[src/rtl/uvma_mpb_arbiter_if.sv]
// MPB arbiter bundle: requester-side and target-side signals.
// master = arbiter view, slave = surrounding masters/target view.
interface uvma_mpb_arbiter_if #(
    parameter int NUM_MSTR   = 4,
    parameter int DATA_WIDTH = 32,
    parameter int ADDR_WIDTH = 32
);
    logic [NUM_MSTR-1:0]            m_vld;
    logic [NUM_MSTR-1:0]            m_rdy;
    logic [NUM_MSTR-1:0]            m_wr;
    logic [NUM_MSTR*ADDR_WIDTH-1:0] m_addr;
    logic [NUM_MSTR*DATA_WIDTH-1:0] m_wdata;
    logic [NUM_MSTR-1:0]            m_ack;
    logic [DATA_WIDTH-1:0]          m_rdata;
    logic                           m_err;
    logic                           s_vld;
    logic                           s_rdy;
    logic                           s_wr;
    logic [ADDR_WIDTH-1:0]          s_addr;
    logic [DATA_WIDTH-1:0]          s_wdata;
    logic                           s_ack;
    logic [DATA_WIDTH-1:0]          s_rdata;
    logic                           s_err;

    modport master (
        input  m_vld, m_wr, m_addr, m_wdata,
        input  s_rdy, s_ack, s_rdata, s_err,
        output m_rdy, m_ack, m_rdata, m_err,
        output s_vld, s_wr, s_addr, s_wdata
    );

    modport slave (
        output m_vld, m_wr, m_addr, m_wdata,
        output s_rdy, s_ack, s_rdata, s_err,
        input  m_rdy, m_ack, m_rdata, m_err,
        input  s_vld, s_wr, s_addr, s_wdata
    );
endinterface

[src/rtl/uvma_mpb_arbiter.sv]
// Round-robin MPB arbiter: one outstanding transaction replayed
// from the granted master onto a single target port, with timeout.
module uvma_mpb_arbiter #(
    parameter int NUM_MSTR       = 4,
    parameter int DATA_WIDTH     = 32,
    parameter int ADDR_WIDTH     = 32,
    parameter int TIMEOUT_CYCLES = 256,
    localparam int IW = $clog2(NUM_MSTR)
) (
    input  logic                  clk,
    input  logic                  reset,
    uvma_mpb_arbiter_if.master    bus,
    output logic [IW-1:0]         grant_idx,
    output logic                  busy,
    output logic                  timeout_evt
);
    localparam bit TO_EN = (TIMEOUT_CYCLES > 0);
    localparam int CW    = TO_EN ? $clog2(TIMEOUT_CYCLES + 1) : 1;
    localparam int TO_M1 = TO_EN ? TIMEOUT_CYCLES - 1 : 0;

    typedef enum logic [1:0] {IDLE, REQ, RSP, DONE} state_t;

    state_t                r_state, w_nxt;
    logic [IW-1:0]         r_ptr, r_gidx;
    logic [CW-1:0]         r_cnt;
    logic                  r_s_wr;
    logic [ADDR_WIDTH-1:0] r_s_addr;
    logic [DATA_WIDTH-1:0] r_s_wdata;
    logic [DATA_WIDTH-1:0] r_rdata;
    logic                  r_err;

    logic                  w_any;
    logic [IW-1:0]         w_gnt;
    logic                  w_sel_wr;
    logic [ADDR_WIDTH-1:0] w_sel_addr;
    logic [DATA_WIDTH-1:0] w_sel_wdata;
    logic                  w_ack_acc;
    logic                  w_to;
    logic                  w_waiting;
    logic [NUM_MSTR-1:0]   w_m_rdy;
    logic [NUM_MSTR-1:0]   w_m_ack;
    logic                  w_s_vld;
    logic                  w_busy;
    logic                  w_to_evt;

    // First requester at or after the pointer, wrapping around
    always_comb begin
        int j;
        w_any       = 1'b0;
        w_gnt       = '0;
        w_sel_wr    = 1'b0;
        w_sel_addr  = '0;
        w_sel_wdata = '0;
        for (int k = 0; k < NUM_MSTR; k++) begin
            j = int'(r_ptr) + k;
            if (j >= NUM_MSTR) j = j - NUM_MSTR;
            if (!w_any && bus.m_vld[j]) begin
                w_any       = 1'b1;
                w_gnt       = IW'(j);
                w_sel_wr    = bus.m_wr[j];
                w_sel_addr  = bus.m_addr[j*ADDR_WIDTH +: ADDR_WIDTH];
                w_sel_wdata = bus.m_wdata[j*DATA_WIDTH +: DATA_WIDTH];
            end
        end
    end

    assign w_waiting = (r_state == REQ) || (r_state == RSP);
    assign w_ack_acc = bus.s_ack &&
                       ((r_state == RSP) ||
                        ((r_state == REQ) && bus.s_rdy));
    assign w_to      = TO_EN && w_waiting && !w_ack_acc &&
                       (r_cnt == CW'(TO_M1));

    always_ff @(posedge clk or posedge reset) begin
        if (reset) r_state <= IDLE;
        else       r_state <= w_nxt;
    end

    always_comb begin
        w_nxt    = r_state;
        w_m_rdy  = '0;
        w_m_ack  = '0;
        w_s_vld  = 1'b0;
        w_busy   = 1'b1;
        w_to_evt = 1'b0;
        unique case (r_state)
            IDLE: begin
                w_busy = 1'b0;
                if (w_any && !reset) begin
                    w_m_rdy[w_gnt] = 1'b1;
                    w_nxt          = REQ;
                end
            end
            REQ: begin
                w_s_vld  = 1'b1;
                w_to_evt = w_to;
                if (w_ack_acc || w_to) w_nxt = DONE;
                else if (bus.s_rdy)    w_nxt = RSP;
            end
            RSP: begin
                w_to_evt = w_to;
                if (w_ack_acc || w_to) w_nxt = DONE;
            end
            DONE: begin
                w_m_ack[r_gidx] = 1'b1;
                w_nxt           = IDLE;
            end
            default: w_nxt = IDLE;
        endcase
    end

    always_ff @(posedge clk or posedge reset) begin
        if (reset) begin
            r_ptr     <= '0;
            r_gidx    <= '0;
            r_cnt     <= '0;
            r_s_wr    <= 1'b0;
            r_s_addr  <= '0;
            r_s_wdata <= '0;
            r_rdata   <= '0;
            r_err     <= 1'b0;
        end else begin
            if (r_state == IDLE && w_any) begin
                r_s_wr    <= w_sel_wr;
                r_s_addr  <= w_sel_addr;
                r_s_wdata <= w_sel_wdata;
                r_gidx    <= w_gnt;
                r_ptr     <= (w_gnt == IW'(NUM_MSTR - 1)) ?
                             '0 : w_gnt + 1'b1;
                r_cnt     <= '0;
            end else if (w_waiting) begin
                r_cnt <= r_cnt + 1'b1;
            end
            if (w_ack_acc) begin
                r_rdata <= bus.s_rdata;
                r_err   <= bus.s_err;
            end else if (w_to) begin
                r_rdata <= '0;
                r_err   <= 1'b1;
            end
        end
    end

    assign bus.m_rdy   = w_m_rdy;
    assign bus.m_ack   = w_m_ack;
    assign bus.m_rdata = r_rdata;
    assign bus.m_err   = r_err;
    assign bus.s_vld   = w_s_vld;
    assign bus.s_wr    = r_s_wr;
    assign bus.s_addr  = r_s_addr;
    assign bus.s_wdata = r_s_wdata;
    assign grant_idx   = r_gidx;
    assign busy        = w_busy;
    assign timeout_evt = w_to_evt;
endmodule

[src/flat_wrapper.sv]
// flat-port wrapper written by rule: the top's interface ports become plain ports
module uvma_mpb_arbiter_flat 
#(
    parameter int NUM_MSTR       = 4,
    parameter int DATA_WIDTH     = 32,
    parameter int ADDR_WIDTH     = 32,
    parameter int TIMEOUT_CYCLES = 256,
    localparam int IW = $clog2(NUM_MSTR)
)
  (clk, reset, grant_idx, busy, timeout_evt, bus_m_vld, bus_m_wr, bus_m_addr, bus_m_wdata, bus_s_rdy, bus_s_ack, bus_s_rdata, bus_s_err, bus_m_rdy, bus_m_ack, bus_m_rdata, bus_m_err, bus_s_vld, bus_s_wr, bus_s_addr, bus_s_wdata);
  uvma_mpb_arbiter_if #(.NUM_MSTR(NUM_MSTR), .DATA_WIDTH(DATA_WIDTH), .ADDR_WIDTH(ADDR_WIDTH)) bus_i ();
  input  logic clk;
  input  logic reset;
  output logic [IW-1:0] grant_idx;
  output logic busy;
  output logic timeout_evt;
  input wire logic [$bits(bus_i.m_vld)-1:0] bus_m_vld;
  input wire logic [$bits(bus_i.m_wr)-1:0] bus_m_wr;
  input wire logic [$bits(bus_i.m_addr)-1:0] bus_m_addr;
  input wire logic [$bits(bus_i.m_wdata)-1:0] bus_m_wdata;
  input wire logic [$bits(bus_i.s_rdy)-1:0] bus_s_rdy;
  input wire logic [$bits(bus_i.s_ack)-1:0] bus_s_ack;
  input wire logic [$bits(bus_i.s_rdata)-1:0] bus_s_rdata;
  input wire logic [$bits(bus_i.s_err)-1:0] bus_s_err;
  output wire logic [$bits(bus_i.m_rdy)-1:0] bus_m_rdy;
  output wire logic [$bits(bus_i.m_ack)-1:0] bus_m_ack;
  output wire logic [$bits(bus_i.m_rdata)-1:0] bus_m_rdata;
  output wire logic [$bits(bus_i.m_err)-1:0] bus_m_err;
  output wire logic [$bits(bus_i.s_vld)-1:0] bus_s_vld;
  output wire logic [$bits(bus_i.s_wr)-1:0] bus_s_wr;
  output wire logic [$bits(bus_i.s_addr)-1:0] bus_s_addr;
  output wire logic [$bits(bus_i.s_wdata)-1:0] bus_s_wdata;
  assign bus_i.m_vld = bus_m_vld;
  assign bus_i.m_wr = bus_m_wr;
  assign bus_i.m_addr = bus_m_addr;
  assign bus_i.m_wdata = bus_m_wdata;
  assign bus_i.s_rdy = bus_s_rdy;
  assign bus_i.s_ack = bus_s_ack;
  assign bus_i.s_rdata = bus_s_rdata;
  assign bus_i.s_err = bus_s_err;
  assign bus_m_rdy = bus_i.m_rdy;
  assign bus_m_ack = bus_i.m_ack;
  assign bus_m_rdata = bus_i.m_rdata;
  assign bus_m_err = bus_i.m_err;
  assign bus_s_vld = bus_i.s_vld;
  assign bus_s_wr = bus_i.s_wr;
  assign bus_s_addr = bus_i.s_addr;
  assign bus_s_wdata = bus_i.s_wdata;
  uvma_mpb_arbiter #(.NUM_MSTR(NUM_MSTR), .DATA_WIDTH(DATA_WIDTH), .ADDR_WIDTH(ADDR_WIDTH), .TIMEOUT_CYCLES(TIMEOUT_CYCLES)) u_core (.clk(clk), .reset(reset), .bus(bus_i), .grant_idx(grant_idx), .busy(busy), .timeout_evt(timeout_evt));
endmodule
[config.mk]
export PLATFORM = sky130hd
export DESIGN_NAME = uvma_mpb_arbiter_flat
export DESIGN_NICKNAME = d
export VERILOG_FILES = /design/src/rtl/uvma_mpb_arbiter_if.sv /design/src/rtl/uvma_mpb_arbiter.sv /design/src/flat_wrapper.sv
export SDC_FILE = /design/constraint.sdc
export NUM_CORES = 1
export LEC_CHECK = 0
export CAP_MARGIN = 20
export CORE_ASPECT_RATIO = 0.5
export CORE_MARGIN = 4
export CORE_UTILIZATION = 34
export CTS_CLUSTER_SIZE = 14
export DETAILED_ROUTE_END_ITERATION = 7
export PLACE_DENSITY = 0.61
export SLEW_MARGIN = 30
export SYNTH_ARGS = -nofsm -noshare
export SYNTH_HDL_FRONTEND = slang
export SYNTH_SLANG_ARGS = --single-unit
[constraint.sdc]
create_clock -name clk -period 7.03 [get_ports clk]
set_input_delay 0.703 -clock clk [delete_from_list [all_inputs] [get_ports clk]]
set_output_delay 0.703 -clock clk [all_outputs]
set_load 0.03 [all_outputs]
==> metrics.md <==
| Metric | Value |
|---|---|
| Outcome | `finished, final reports clean` |
| Initial Utilization | `roughly 34%` |
| Nets | `1816` |
| Worst vdd ir | `around 0.29 mV` |
| Post-DP HPWL | `36200 um` |
| CP bufs+invs | `2` |
| Clock Path Buffers | `2` |
| RSZ-0062 raised after global routing | `false` |
| CP Depth | `9` |
| Vias in the first global route | `approximately 14000` |
| Syn. warnings | `0` |
| Worst Path Class, Setup | `reg2out` |
| Synth Area in Simple Gates | `roughly 6.6%` |
| CTS sink cnt | `~110` |
| DRC | `0` |
| Num ports | `roughly 410` |
| Post-cts resize count | `0` |
| Worst-Skew Late Latency | `approximately 0.45 ns` |
| Hold WC Path Type | `reg2reg` |
| 1st-iter DRT viols | `approximately 1300` |
| Crit path launch type | `flip-flop` |
| Die Span Y | `roughly 150 um` |
| CP top delay family | `simple AND/OR/NAND/NOR gates` |
| Max FO, Critical Path | `36` |
| Final worst path period share | `75.4%` |
| Synth top area share | `between 30% and 40%` |
| Register-to-Register Path Depth | `7` |
| Synth area leaders | `mux4_2 (34%), dfrtp_1 (21%), mux2i_1 (9.8%), o311ai_1 (4.2%), a211oi_1 (3.3%)` |
| Drt first pass iters | `5` |
| Largest area contributor in the netlist | `mux4_2` |
| Layout cell share with drive strength beyond 1 | `roughly 20%` |
| Peak Freq | `around 190 MHz` |
| DRT Wirelength | `~56000 um` |
| Most common cell after layout, fill and taps aside | `clkdlybuf4s50_1` |
| Hold Crit Depth | `1` |
| Worst path max stage delay | `approximately 0.76 ns` |
| Slew headroom | `25.7%` |
| Filler Cell Count | `about 3500` |
| Postcts setup bufs | `0` |
| M3 GR Usage | `roughly 3.2%` |
| Cell leakage power | `between 6 and 7 nW` |
| Die area | `42700 um^2` |
| CTS root buf | `clkbuf_16` |
| Avg Synthesized Cell Area | `about 11 um^2` |
| Setup violators final | `0` |
| Pin count of the biggest net entering global routing | `73` |
| GRT met2 Usage | `44.0%` |
| CP endpoint kind | `output port` |
| Setup TNS | `0 ns` |
| Post-layout min period | `about 5.3 ns` |
| Mux contribution to synthesized area | `between 40 and 50%` |
| Post-Syn Nets | `1515` |
| DR WL/cell | `27.2 um` |
| DP Cell Count | `about 2000` |
| Clock transition at the registers of the reported paths | `0.07 ns` |
| WP data arrival | `between 4 and 5 ns` |
| Std-Cell Rows | `slightly above 50` |
| Compound-Gate Fraction of Synth Area | `19.8%` |
| Slowest-stage cell, CP | `dfrtp_4` |
| Via/cell ratio | `about 6.5` |
| Met1 Usage GRT | `just over 30%` |
| Async set-reset flop share out of synthesis | `between 90% and 100%` |
| Fin. Hold Viols | `0` |
| H-tree depth | `4` |
| Gpl congestion | `~0.8` |
| Post-Layout Cell Count | `between 2000 and 2500` |
| Inserted Clock Buffers | `17` |
| All-layer global routing usage | `approximately 25%` |
| EDFF count, synth | `0` |
| Port Buf Inserts | `roughly 410` |
| Synth Flop Type | `dfrtp_1` |
| Cell count after synthesis | `around 1200` |
| Worst Tran Pin Value | `1.11 ns` |
| Die width | `288 um` |
| Number of synthesized register bits | `approximately 110` |
| Flop-to-flop setup slack | `2.93 ns` |
| Routed Antenna Nets | `0` |
| Core box area | `between 30000 and 40000 um^2` |
| First-pass GRT wire length | `between 80000 and 90000 um` |
| Area of the multi-input gates | `9700 um^2` |
| Yosys cell types | `between 50 and 60` |
| Synth Cell Area | `approximately 13000 um^2` |
| Post-Synth Adder-Cell Area | `under 10%` |
| Synth-to-Final Area Change | `36.5%` |
| Fin. max-slew vios | `0` |
| Hold_buf cts | `0` |
| CP Data Required Time | `around 6.3 ns` |
| Post-Synth XOR/XNOR Area | `less than 1%` |
| Commonest non-fill, non-tap cells in the layout | `clkdlybuf4s50_1 (411), mux4_2 (200), mux2i_1 (131)` |
| Max cap viols | `0` |
| Sequential element share of the synthesized area | `a little over a fifth` |
| Crit-path cells | `inv_1, ha_4, mux4_2, or2_2, nor3_4, or2_1, ha_1, and2_1, clkdlybuf4s50_1` |
| Skew final | `around 0.01 ns` |
| Total gr overflow | `0` |
| Grt peak-use layer | `met2` |
| Largest family of logic cells by synthesized area | `multiplexers` |
| CTS tree | `done` |
| Initial antenna violation count | `13` |
| Total number of vias | `13400` |
| PD cells | `approximately 520 nW/um^2` |
| Register Area | `2840 um^2` |
==> path summary, 6_finish.rpt <==
path,from,endpoint
hold / removal,u_core.bus.m_rdata[31],u_core.bus.m_rdata[31]
setup reg to reg,u_core.r_ptr[0],u_core.bus.s_addr[24]
max in group asynchronous,reset,u_core.r_ptr[1]
min in group asynchronous,reset,u_core.bus.m_rdata[16]
setup / recovery,u_core.r_ptr[0],bus_m_rdy[1]
hold reg to reg,u_core.bus.m_rdata[31],u_core.bus.m_rdata[31]
==> Yosys cell counts (all sizes together), types with 2 or more instances <==
cell,number
o311ai,64
nand4,2
mux2,4
a21oi,71
o31ai,2
xor2,6
or2,3
nor2b,3
o22ai,64
dfrtp,113
a211oi,68
inv,10
mux2i,131
mux4,200
a22o,32
nand3,66
buf,79
o21ai,69
and2,7
clkbuf,76
xnor2,2
and3,2
and4,2
nand2,74
a21boi,2
ha,15
nor2,17
==> layout make-up <==
class,instances,share of cell area (%)
antenna,13,0.178
multi-input combinational,921,53.2
clock inverter,15,0.947
sequential,113,15.5
tap,530,3.64
inverter,10,0.220
timing repair buffer,437,24.0
clock buffer,17,2.33
==> flip-flops by register name, indices dropped and copies added (netlist names), 2 cells and up <==
register            flops
u_core.r_ptr            2
u_core.grant_idx        2
u_core.r_cnt            9
u_core.bus.m_rdata     32
u_core.bus.s_wdata     32
u_core.bus.s_addr      32
u_core.r_state          2
==> metal layers <==
metal  vias up  share of wire (%)
li1       5626                  -
met1      6936                 37
met2       676                 53
met3       190                5.6
met4         0                5.0
met5         -                  0
==> power breakdown <==
part	switching, mW	internal [mW]	total [mW]	leakage [nW]
clock	0.401	0.533	0.933	0.289
combinational	4.04	3.20	7.23	4.95
sequential	0.282	0.975	1.26	1.40
total	4.72	4.71	9.43	6.64
==> cells by family after synthesis <==
kind of cell    after synthesis
mux                         335
flops                       113
buf+inv                     165
fa+ha+maj                    15
xor+xnor                      8
simple gates                183
compound gates              380
==> per-stage QoR <==
stage | util [%] | cell area (um^2) | worst slack, ns | hold slack (ns) | total power, mW
finish | 46.9 | 18200 | 1.73 | 0.500 | 9.43
global placement | 45.1 | 17500 | 1.80 | 0.482 | 8.20
detailed placement | 45.1 | 17500 | 1.72 | 0.483 | 8.41
floorplan | - | 13400 | 3.03 | 0.497 | 6.50
global route | 46.9 | 18200 | 1.47 | 0.511 | 9.93
CTS | 46.7 | 18100 | 1.22 | 0.503 | 9.36
No activity file was read; power rests on OpenSTA's default activity.
